`config.mk`:
```
export PLATFORM = sky130hd
export DESIGN_NAME = alu_issue_stage
export DESIGN_NICKNAME = d
export VERILOG_FILES = /design/src/rtl/alu_issue_stage.sv
export SDC_FILE = /design/constraint.sdc
export NUM_CORES = 1
export LEC_CHECK = 0
export CAP_MARGIN = 15
export CORE_MARGIN = 2
export CORE_UTILIZATION = 35
export CTS_CLUSTER_SIZE = 14
export DETAILED_ROUTE_END_ITERATION = 12
export PLACE_DENSITY = 0.57
export SLEW_MARGIN = 20
export SYNTH_ARGS = -nofsm -noshare
export SYNTH_HDL_FRONTEND = slang
export SYNTH_SLANG_ARGS = --single-unit
export TNS_END_PERCENT = 20
```
`constraint.sdc`:
```
create_clock -name clk -period 8.95 [get_ports clk]
set_clock_uncertainty 0.15 [all_clocks]
set_input_delay 0.895 -clock clk [delete_from_list [all_inputs] [get_ports clk]]
set_output_delay 0.895 -clock clk [all_outputs]
set_load 0.1 [all_outputs]
```
`src/rtl/alu_issue_stage.sv`:
```
// Issue stage for the integer ALU: decodes raw RV64 ALU instructions, tracks
// pending destinations in a scoreboard and stalls fetch on RAW/WAW hazards.
module alu_issue_stage #(
  parameter int unsigned NREGS = 32,
  parameter int unsigned CNT_W = 32
) (
  input  logic             clk,
  input  logic             reset_n,
  input  logic             in_valid,
  output logic             in_ready,
  input  logic [31:0]      in_instr,
  output logic             out_valid,
  input  logic             out_ready,
  output logic [9:0]       out_opcode,
  output logic [4:0]       out_regA,
  output logic [11:0]      out_regB,
  output logic [4:0]       out_regDest,
  output logic             out_illegal,
  input  logic             wb_valid,
  input  logic [4:0]       wb_rd,
  input  logic             flush,
  output logic [CNT_W-1:0] stall_count,
  output logic [CNT_W-1:0] issue_count
);

  localparam logic [6:0] OP_IMM    = 7'h13;
  localparam logic [6:0] OP_IMM_32 = 7'h1b;
  localparam logic [6:0] OP_REG    = 7'h33;
  localparam logic [6:0] OP_REG_32 = 7'h3b;

  logic [6:0]  opcode7;
  logic [2:0]  funct3;
  logic [6:0]  funct7;
  logic [4:0]  rs1;
  logic [4:0]  rs2;
  logic [4:0]  rd;
  logic        is_rtype;
  logic        legal;
  logic        hazard;
  logic        slot_free;
  logic        accept;
  logic [NREGS-1:0] wb_clr;
  logic [NREGS-1:0] eff_pending;

  logic             out_valid_q,   out_valid_d;
  logic             out_illegal_q, out_illegal_d;
  logic [9:0]       out_opcode_q,  out_opcode_d;
  logic [4:0]       out_rega_q,    out_rega_d;
  logic [11:0]      out_regb_q,    out_regb_d;
  logic [4:0]       out_regdest_q, out_regdest_d;
  logic [NREGS-1:0] pending_q,     pending_d;
  logic [CNT_W-1:0] stall_cnt_q,   stall_cnt_d;
  logic [CNT_W-1:0] issue_cnt_q,   issue_cnt_d;

  // Field extraction and legality of the incoming instruction
  always_comb begin
    opcode7  = in_instr[6:0];
    funct3   = in_instr[14:12];
    funct7   = in_instr[31:25];
    rs1      = in_instr[19:15];
    rs2      = in_instr[24:20];
    rd       = in_instr[11:7];
    is_rtype = (opcode7 == OP_REG) || (opcode7 == OP_REG_32);
    legal    = 1'b0;
    if (opcode7 == OP_IMM) begin
      legal = 1'b1;
    end else if (opcode7 == OP_IMM_32) begin
      legal = (funct3 == 3'b000) || (funct3 == 3'b001) || (funct3 == 3'b101);
    end else if (is_rtype) begin
      legal = (funct7 == 7'b0000000) || (funct7 == 7'b0000001) ||
              (funct7 == 7'b0100000);
    end
  end

  // Hazard check sees this cycle's writeback clear; x0 is never set so never hazards
  always_comb begin
    wb_clr = '0;
    if (wb_valid && (wb_rd != 5'd0)) begin
      wb_clr[wb_rd] = 1'b1;
    end
    eff_pending = pending_q & ~wb_clr;
    hazard      = legal && (eff_pending[rs1] || (is_rtype && eff_pending[rs2]) ||
                            eff_pending[rd]);
    slot_free   = !out_valid_q || out_ready;
    in_ready    = slot_free && !hazard && !flush;
    accept      = in_valid && in_ready;
  end

  // Next-state for the output slot, scoreboard and counters
  always_comb begin
    out_valid_d   = out_valid_q;
    out_illegal_d = out_illegal_q;
    out_opcode_d  = out_opcode_q;
    out_rega_d    = out_rega_q;
    out_regb_d    = out_regb_q;
    out_regdest_d = out_regdest_q;
    pending_d     = eff_pending;
    stall_cnt_d   = stall_cnt_q + CNT_W'(in_valid && !in_ready);
    issue_cnt_d   = issue_cnt_q + CNT_W'(accept);

    if (flush) begin
      out_valid_d = 1'b0;
      pending_d   = '0;
    end else if (accept) begin
      out_valid_d   = 1'b1;
      out_illegal_d = !legal;
      out_opcode_d  = {funct3, opcode7};
      out_rega_d    = rs1;
      out_regb_d    = in_instr[31:20];
      out_regdest_d = rd;
      if (legal && (rd != 5'd0)) begin
        pending_d[rd] = 1'b1;
      end
    end else if (out_ready) begin
      out_valid_d = 1'b0;
    end
  end

  always_ff @(posedge clk or negedge reset_n) begin
    if (!reset_n) begin
      out_valid_q   <= 1'b0;
      out_illegal_q <= 1'b0;
      out_opcode_q  <= '0;
      out_rega_q    <= '0;
      out_regb_q    <= '0;
      out_regdest_q <= '0;
      pending_q     <= '0;
      stall_cnt_q   <= '0;
      issue_cnt_q   <= '0;
    end else begin
      out_valid_q   <= out_valid_d;
      out_illegal_q <= out_illegal_d;
      out_opcode_q  <= out_opcode_d;
      out_rega_q    <= out_rega_d;
      out_regb_q    <= out_regb_d;
      out_regdest_q <= out_regdest_d;
      pending_q     <= pending_d;
      stall_cnt_q   <= stall_cnt_d;
      issue_cnt_q   <= issue_cnt_d;
    end
  end

  assign out_valid   = out_valid_q;
  assign out_illegal = out_illegal_q;
  assign out_opcode  = out_opcode_q;
  assign out_regA    = out_rega_q;
  assign out_regB    = out_regb_q;
  assign out_regDest = out_regdest_q;
  assign stall_count = stall_cnt_q;
  assign issue_count = issue_cnt_q;

endmodule
```
[Yosys cells after proc, flatten, opt, wreduce, memory -nomap -nowiden]
Cells that the tools add are included.
Word-level totals
  bits in registers: 130
  input bits: 43
Operators by class
  add/sub/neg operators: 2
  order comparisons: 6
  equality and inequality tests: 8
  mux-type cells: 20
  bitwise logic cells: 4
  reductions and logical operators: 29
Operators with widths (count)
  32-bit two-way mux: 4
  32-bit by 1-bit adder with 32-bit output: 2
  32-bit AND: 1
  32-bit inverter: 1
  32-bit OR: 1
  5-bit by 6-bit less-than comparator with 1-bit output, second input constant: 4
  7-bit by 6-bit equality test with 1-bit output, second input constant: 3
  1-bit binary-select mux with 5-bit select: 3
  7-bit by 5-bit equality test with 1-bit output, second input constant: 2
  1-bit two-way mux: 11
  1-bit demux with 5-bit select: 2
  5-bit by 1-bit >= comparator with 1-bit output, second input constant: 2
  1-bit logical AND: 10
  5-bit nonzero test: 2
  1-bit logical OR: 8
  7-bit by 1-bit equality test with 1-bit output, second input constant: 1
  7-bit zero test: 1
  1-bit zero test: 5
  3-bit by 1-bit equality test with 1-bit output, second input constant: 1
  3-bit equality test, second input constant: 1
  3-bit zero test: 1
  3-bit nonzero test: 1
  2-bit AND reduction: 1
  1-bit inverter: 1

[Logic depth before layout (Yosys ltp)]
Gate-level depths: netlist (run 1).
  depth after elaboration: 19
  gate-level depth with buffers: 19
  mapped depth without buffers: 16

[Worst setup path before layout (run 1)]
Ideal clock, no wire load.
  path kind: input -> output
  start: input port wb_rd[1]
  end: output port in_ready
  data arrival time: 4.723 ns
  setup slack: 3.182 ns
  stages: 9
  path buffers: 1
  cells stage by stage: buf_2 > or2_1 > o21ai_1 > mux2i_1 > o311a_1 > a2111oi_2 > and4_1 > nand2_1 > a21boi_0
On the way
  cells in the longest elaborated chain, start to end: 16
Ends and longest elaborated chain
  start, declared: RTL line 20  | input logic [4:0] wb_rd,
  5-bit by 6-bit less-than comparator with 1-bit output (not written as such) / 5-bit by 1-bit >= comparator with 1-bit output (equally long branches): RTL line 79  | wb_clr[wb_rd] = 1'b1;
  1-bit logical AND (not written as such): RTL line 79
  1-bit two-way mux (not written as such): RTL line 79
  1-bit demux with 5-bit select: RTL line 79
  32-bit two-way mux (*): RTL line 78  | if (wb_valid && (wb_rd != 5'd0)) begin
  32-bit inverter (*): RTL line 81  | eff_pending = pending_q & ~wb_clr;
  32-bit AND (*): RTL line 81
  1-bit binary-select mux with 5-bit select: RTL line 82  | hazard = legal && (eff_pending[rs1] || (is_rtype && eff_pending[rs2]) ||
  1-bit two-way mux (not written as such): RTL line 82
  1-bit logical AND: RTL line 82
  1-bit logical OR: RTL line 82
  1-bit logical OR (*): RTL line 82
  1-bit logical AND (*): RTL line 82
  1-bit zero test (*): RTL line 85  | in_ready = slot_free && !hazard && !flush;
  1-bit logical AND (*) (2 in series): RTL line 85
  end, declared: RTL line 10  | output logic in_ready,
Every way passes the cells marked *; elsewhere a longest branch is shown, timed or not. The select of a mux whose other input is x is not followed.

[Worst setup path in the final report (run 1)]
  start: input port in_instr[8]
  end: output port in_ready
On the way
  cells in the longest elaborated chain, start to end: 7
Ends and longest elaborated chain
  start, declared: RTL line 11  | input logic [31:0] in_instr,
  1-bit binary-select mux with 5-bit select: RTL line 83  | eff_pending[rd]);
  1-bit two-way mux (not written as such): RTL line 83
  1-bit logical OR: RTL line 82
  1-bit logical AND: RTL line 82
  1-bit zero test: RTL line 85
  1-bit logical AND (2 in series): RTL line 85
Every way passes these cells. The select of a mux whose other input is x is not followed.

==> flow_summary_export.csv, run 1 <==
group,metric,value,unit
cts,post_cts_buffers,0,
synth,yosysUniqueCellTypes,69,
synth,avgSynthCellArea,10.30,um2
die,placementRows,51,
drt,firstDrtPassIters,5,
synth,synth.net_count,733,
die,core_area,0.01965,mm2
sta,grt_setup_unrepaired,"no",
drt,drc_errors,0,
drt,wl,22.20,mm
drt,vias,6134,
synth,async_flop_share,1.000,
sta,setup_viol,0,
global_route,grt_overflow,0,
critical_path,crit_buf_inv,2,
placed_design,finalWeightedCongestion,0.9966,
sta,final.period_utilization,0.7301,
global_route,antenna_found_initial,0,
sta,clock.fmax,153.0,MHz
power_and_ir_drop,finalPower,2083,uW
synth,yosys.area.top_type,"dfrtp_1",
critical_path,crit_path_start,"in_instr[8]",
critical_path,endpoint_kind,"output port",
job,max_cap_violations,0,
synth,synth_top_flop_cell,"dfrtp_1",
critical_path,cpPeakStageDelay,1190,ps
cts,cts_buffer_depth,2,
die,die_width,146.1,um
global_route,globalRouteTotalUtil,0.2115,
critical_path,cp_slowest_cell,"clkdlybuf4s50_1",
power_and_ir_drop,peakVddDrop,386.7,uV
critical_path,critPathArrivalTime,5490,ps
synth,synth-edff-count,0,
synth,synth_area_leaders,"dfrtp_1, xnor2_1, mux2_1",
finish,layout_common_cells,"clkdlybuf4s50_1, dfrtp_1, nand2_1",
critical_path,cp.required,7910,ps
drt,ant_nets,0,
cts,cts.sinks,130,
placed_design,numPortBuffers,141,
cts,numCtsBuffers,17,
drt,wire_per_inst,20.34,um
global_route,grt_max_degree,78,
finish,antenna_cells,0,
cts,path_clk_slew,60,ps
power_and_ir_drop,p_leak,0.003721,uW
die,start_util,0.3594,
sta,tns,0,ps
cts,cts_resized,0,
cts,cts.htree.levels,4,
sta,period_minus_slack,6535,ps
global_route,grt_pass1_wl,35.53,mm
global_route,first_global_vias,6204,
synth,syn_inst,686,
cts,hold_buffers,0,
synth,syn-cell-area,0.007063,mm2
synth,ys_ff_latch,130,
drt,drt_iter0_drc,498,
synth,yosys.area.top_type_share,0.4606,
placed_design,place.detailed.hpwl,15.62,mm
status,status,"complete, no violations",
critical_path,critical_path.top_delay_family,"buffers and inverters",
sta,slew_violations,0,
min_path,hold_path.class,"input pin to async pin",
critical_path,crit_path_start_kind,"input pin",
sta,tightest_slew,1168,ps
synth,yosysWarnings,0,
cts,clkLatencyLatePin,420,ps
cts,root_buffer,"clkbuf_16",
die,io-pin-count,142,
finish,drive_above_1_share,0.08838,
finish,area_delta_synth_final,31.07,%
critical_path,r2r-start,"pending_q[23]",
critical_path,path_max_fanout,21,
finish,layout_commonest_cell,"clkdlybuf4s50_1",
synth,yosysSeqAreaShare,0.4606,
die,dieArea,0.02133,mm2
die,die_h,146.1,um
finish,num-nets-final,860,
drt,viasPerCell,5.622,
critical_path,crit_top_cell,"clkdlybuf4s50_1",
critical_path,crit_chain,"clkdlybuf4s50_1, xnor2_1, nand2b_1, o211ai_1, a32oi_1, a2111oi_2, and4_1, nand2_1, a21boi_0, clkdlybuf4s50_1",
critical_path,critPathKind,"input pin to output port",
sta,relSlewSlack,0.2186,
sta,finalHoldViolCount,0,
cts,cts_tree,"built",
power_and_ir_drop,powerDensity,225.0,mW/mm2
==> cells by family (layout without fill, tap and decap cells) <==
group           count (synthesis)  count (layout)  share of synthesized area
buf+inv                        47             187                    0.03188
simple gates                  245             245                     0.1901
mux                            60              60                    0.09725
xor+xnor                       66              66                    0.08184
compound gates                134             134                     0.1313
flops                         130             130                     0.4606
fa+ha+maj                       4               4                   0.007086
==> path summary, 6_finish.rpt <==
check                                   to  slack [ps]  cells after the start
setup / recovery                  in_ready        2420                     10
hold / removal                out_regB[10]         260                      1
min in group clk           issue_count[31]         320                      1
max in group asynchronous  stall_count[17]        7300                      2
hold reg to reg            issue_count[31]         320                      1
setup reg to reg           issue_count[26]        4050                     17
==> worst reg2reg max path, stage by stage (launching register included) <==
cell and delay, ps:
dfrtp_1 410, mux2_2 290, and3_1 200, o22ai_1 150, nand3_1 110, o311a_1 390, or3b_1 440, o21ai_4 590
buf_8 260, ha_1 230, ha_1 240, nand3_1 180, nor2_1 220, and2_1 240, nand2_1 90, nor2_1 300
nand3_1 140, xnor2_1 150
==> power breakdown <==
part	total, uW	switching [uW]	internal [uW]
Sequential	693	49.3	643
Clock	689	290	399
Combinational	701	539	162
==> synth_stat cells (3+ instances only) <==
cell type,number
clkbuf_1,20
o211ai_1,9
ha_1,4
and4_1,7
mux2_1,27
and2_1,6
mux4_2,3
buf_6,4
nor2b_1,17
nor3_1,10
nand4_1,18
o31ai_1,3
nor2_1,33
dfrtp_1,130
inv_1,8
xor2_1,18
o21ai_1,5
o21ai_0,43
a31o_2,3
o32ai_1,12
mux2i_1,18
nand2b_1,8
buf_2,9
buf_1,4
nand2_1,62
or3_1,3
nand3b_1,5
o2111ai_1,3
a2111oi_0,3
nor3b_1,3
a31oi_1,4
o22ai_1,18
a32oi_1,3
mux2_2,12
xnor2_1,48
a311oi_1,3
nand3_1,38
or2_2,4
and3_1,16
a21oi_1,6
==> through the flow <==
stage          area (um2)  worst slack [ps]  hold WS (ps)  std cells    util
2_1_floorplan        7063              3182         349.4        686       -
3_3_place_gp         8655              2132         305.5       1058  0.4403
3_5_place_dp         8655              1885         310.2       1058  0.4403
4_1_cts              9239              2305         276.3       1090  0.4701
5_1_grt              9258              2140         295.8       1091  0.4710
6_report             9258              2415         262.3       1091  0.4710
==> registers in the layout (all words and copies together), names as in the netlist <==
signal and cells:
issue_count 32, out_illegal 1, out_opcode 10, out_regA 5
out_regB 12, out_regDest 5, out_valid 1, pending_q 32
stall_count 32
==> layout make-up <==
cell class,instances,area [um2]
Clock buffer,18,439.2
Clock inverter,14,145.1
Fill cell,1914,10400
Inverter,8,30.03
Multi-Input combinational cell,509,3590
Sequential cell,130,3253
Tap cell,265,331.6
Timing Repair Buffer,147,1469
==> layer usage <==
metal,part of all wire,vias up,track usage
li1,-,2790,-
met5,0,-,0
met4,0.031,0,0.08350
met3,0.082,52,0.06281
met2,0.43,286,0.3113
met1,0.45,3006,0.2929
(Power assumes the default switching activity.)
==> run 2: changes to the inputs <==
- PLACE_DENSITY: 0.57 -> 0.59
- clock period: 8.95 -> 5.75 ns (I/O delays scaled with it)
==> run 2 against run 1 <==
Effect of this change:
- sequential power grew 56%
- clock-buffer cell count decreased by 1
- largest cell class unchanged
- global-route usage grew 0.64 points
- wire length up 4.7%
- die area unchanged
- critical endpoint is now issue_count[24]
- register-to-register slack got worse by 2500 ps
- sequential share of layout area down 0.12 points
- sequential cell count unchanged
- clock power grew 49%
- non-clock buffer count rose by 10
- worst setup slack worse by 1700 ps
==> flow_summary_export.csv, run 2 (synthesis results as in run 1) <==
group,metric,value,unit
finish,fin_area,0.009289,mm2
drt,wire_per_inst,21.12,um
finish,fin_util,0.4726,
placed_design,finalWeightedCongestion,0.9929,
global_route,top_usage_layer,"met2",
drt,viasPerCell,5.644,
die,die_h,146.1,um
sta,period_minus_slack,5050,ps
finish,area_delta_synth_final,31.51,%
global_route,grt_util_met1,0.2966,
job,max_cap_violations,0,
critical_path,crit_path_start_kind,"input pin",
power_and_ir_drop,powerDensity,345.3,mW/mm2
finish,drive_above_1_share,0.09940,
cts,cts.htree.levels,4,
drt,drt_iter0_drc,546,
global_route,grt_overflow,0,
die,placementRows,51,
cts,cts_resized,0,
critical_path,cp.required,5890,ps
critical_path,endpoint_kind,"register",
cts,post_cts_buffers,0,
global_route,gr-usage-met2,0.3314,
die,io-pin-count,142,
drt,vias,6208,
finish,num-nets-final,870,
global_route,grt_max_degree,75,
critical_path,critPathKind,"input pin to register",
sta,final.period_utilization,0.8783,
sta,finalHoldViolCount,0,
sta,slew_violations,0,
drt,firstDrtPassIters,5,
drt,ant_nets,0,
power_and_ir_drop,p_sw_frac,0.4221,
power_and_ir_drop,intPower,1854,uW
cts,cts_tree,"built",
critical_path,worst_r2r_path_depth,16,
power_and_ir_drop,p_leak,0.003766,uW
power_and_ir_drop,peakVddDrop,458.3,uV
sta,clock.fmax,198.0,MHz
sta,grt_setup_unrepaired,"no",
drt,drc_errors,0,
finish,layout_common_cells,"clkdlybuf4s50_1, dfrtp_1, nand2_1",
sta,relSlewSlack,0.2871,
cts,clkLatencyLatePin,420,ps
finish,layout_commonest_cell,"clkdlybuf4s50_1",
power_and_ir_drop,power_switching,1354,uW
die,core_area,0.01965,mm2
critical_path,crit_chain,"clkdlybuf4s50_1, buf_4, mux2i_1, o22ai_1, o22ai_1, nand3_1, o311a_1, or3b_1, o21ai_4, ha_1, ha_1, nand3_1, nor2_1, and2_1, nand2_1, nor2_1, nand3_1, xnor2_1",
drt,wl,23.23,mm
placed_design,numPortBuffers,141,
finish,antenna_cells,0,
cts,hold_buffers,0,
die,start_util,0.3594,
global_route,grt_pass1_wl,36.55,mm
global_route,first_global_vias,6319,
critical_path,cp_slowest_cell,"clkdlybuf4s50_1",
critical_path,path_max_fanout,10,
power_and_ir_drop,clkPwrFrac,0.321,
die,die_width,146.1,um
critical_path,cpPeakStageDelay,780,ps
critical_path,critPathArrivalTime,5190,ps
global_route,globalRouteTotalUtil,0.2180,
cts,cts.sinks,130,
power_and_ir_drop,comb_power_share,0.342,
cts,path_clk_slew,60,ps
cts,root_buffer,"clkbuf_16",
sta,setup_viol,0,
min_path,hold_path.class,"input pin to async pin",
global_route,met3_usage,0.05719,
sta,tightest_slew,1066,ps
die,dieArea,0.02133,mm2
status,status,"complete, no violations",
placed_design,post_dp_cell_area,0.008731,mm2
cts,cts_buffer_depth,2,
sta,tns,0,ps
placed_design,place.detailed.hpwl,16.93,mm
cts,numCtsBuffers,17,
power_and_ir_drop,seqPwrFrac,0.336,
sta,holdWs,38.61,ps
critical_path,crit_top_cell,"nand3_1",
global_route,antenna_found_initial,1,
==> run 2: changes by cell type in the layout (fill, tap and decap cells not counted), sizes merged <==
cell,previous run,this run
buf,7,18
clkbuf,18,17
clkdlybuf4s50,140,139
clkinv,1,6
clkinvlp,5,2
inv,15,13
==> run 2: per-layer routing <==
| metal | vias to the layer above | routed length, um |
|---|---|---|
| met5 | - | 15 |
| met4 | 2 | 796 |
| met3 | 60 | 2065 |
| met2 | 319 | 10280 |
| met1 | 3022 | 10080 |
| li1 | 2805 | - |
==> run 2: through the flow <==
stage | cells | total power [uW] | setup slack [ps]
after global placement | 1069 | 2188 | 506.4
after CTS | 1100 | 3233 | 784.0
final | 1100 | 3208 | 699.8
after global routing | 1100 | 3312 | 350.2
after floorplan | 686 | 1878 | 622.2
after detailed placement | 1069 | 2192 | 365.8
==> run 2: critical path, delay by kind of cell <==
kind	cells	cell delay, ps
AOI/OAI and AO/OA	4	870
muxes	1	320
xor gates and xnor gates	1	150
adders and majority gates	2	510
buffers and inverters	2	1070
and+or+nand+nor	8	1690
==> run 2: power by group through the flow <==
stage / clock, uW / combinational (uW) / sequential [uW]
floorplan: 0 / 171 / 1710
CTS: 1050 / 1100 / 1080
global placement: 0 / 1100 / 1090
finish: 1030 / 1100 / 1080
global route: 1080 / 1140 / 1090
detailed placement: 0 / 1100 / 1090
==> run 2: worst paths after layout <==
path | from | end | slack [ps]
min reg2reg | stall_count[31] | stall_count[31] | 330
max reg2reg | pending_q[30] | issue_count[24] | 1550
min in group clk | stall_count[31] | stall_count[31] | 330
max | in_instr[20] | issue_count[24] | 700
max in group asynchronous | reset_n | issue_count[5] | 4180
min | reset_n | stall_count[2] | 40
==> run 2: area by class of cell <==
| cell class | instances | area [um2] |
|---|---|---|
| multi-input cells | 509 | 3590 |
| fillers | 1874 | 10360 |
| flip-flops and latches | 130 | 3253 |
| repair buffers | 157 | 1530 |
| inverters | 8 | 30.03 |
| well taps | 265 | 331.6 |
| clock buffers | 17 | 425.4 |
| clock inverters | 14 | 128.9 |
==> run 3: changes to the inputs <==
- SETUP_SLACK_MARGIN: not set -> 0.15
==> results of run 3 <==
The final DEF is identical to that of run 2; final timing and power are the same.
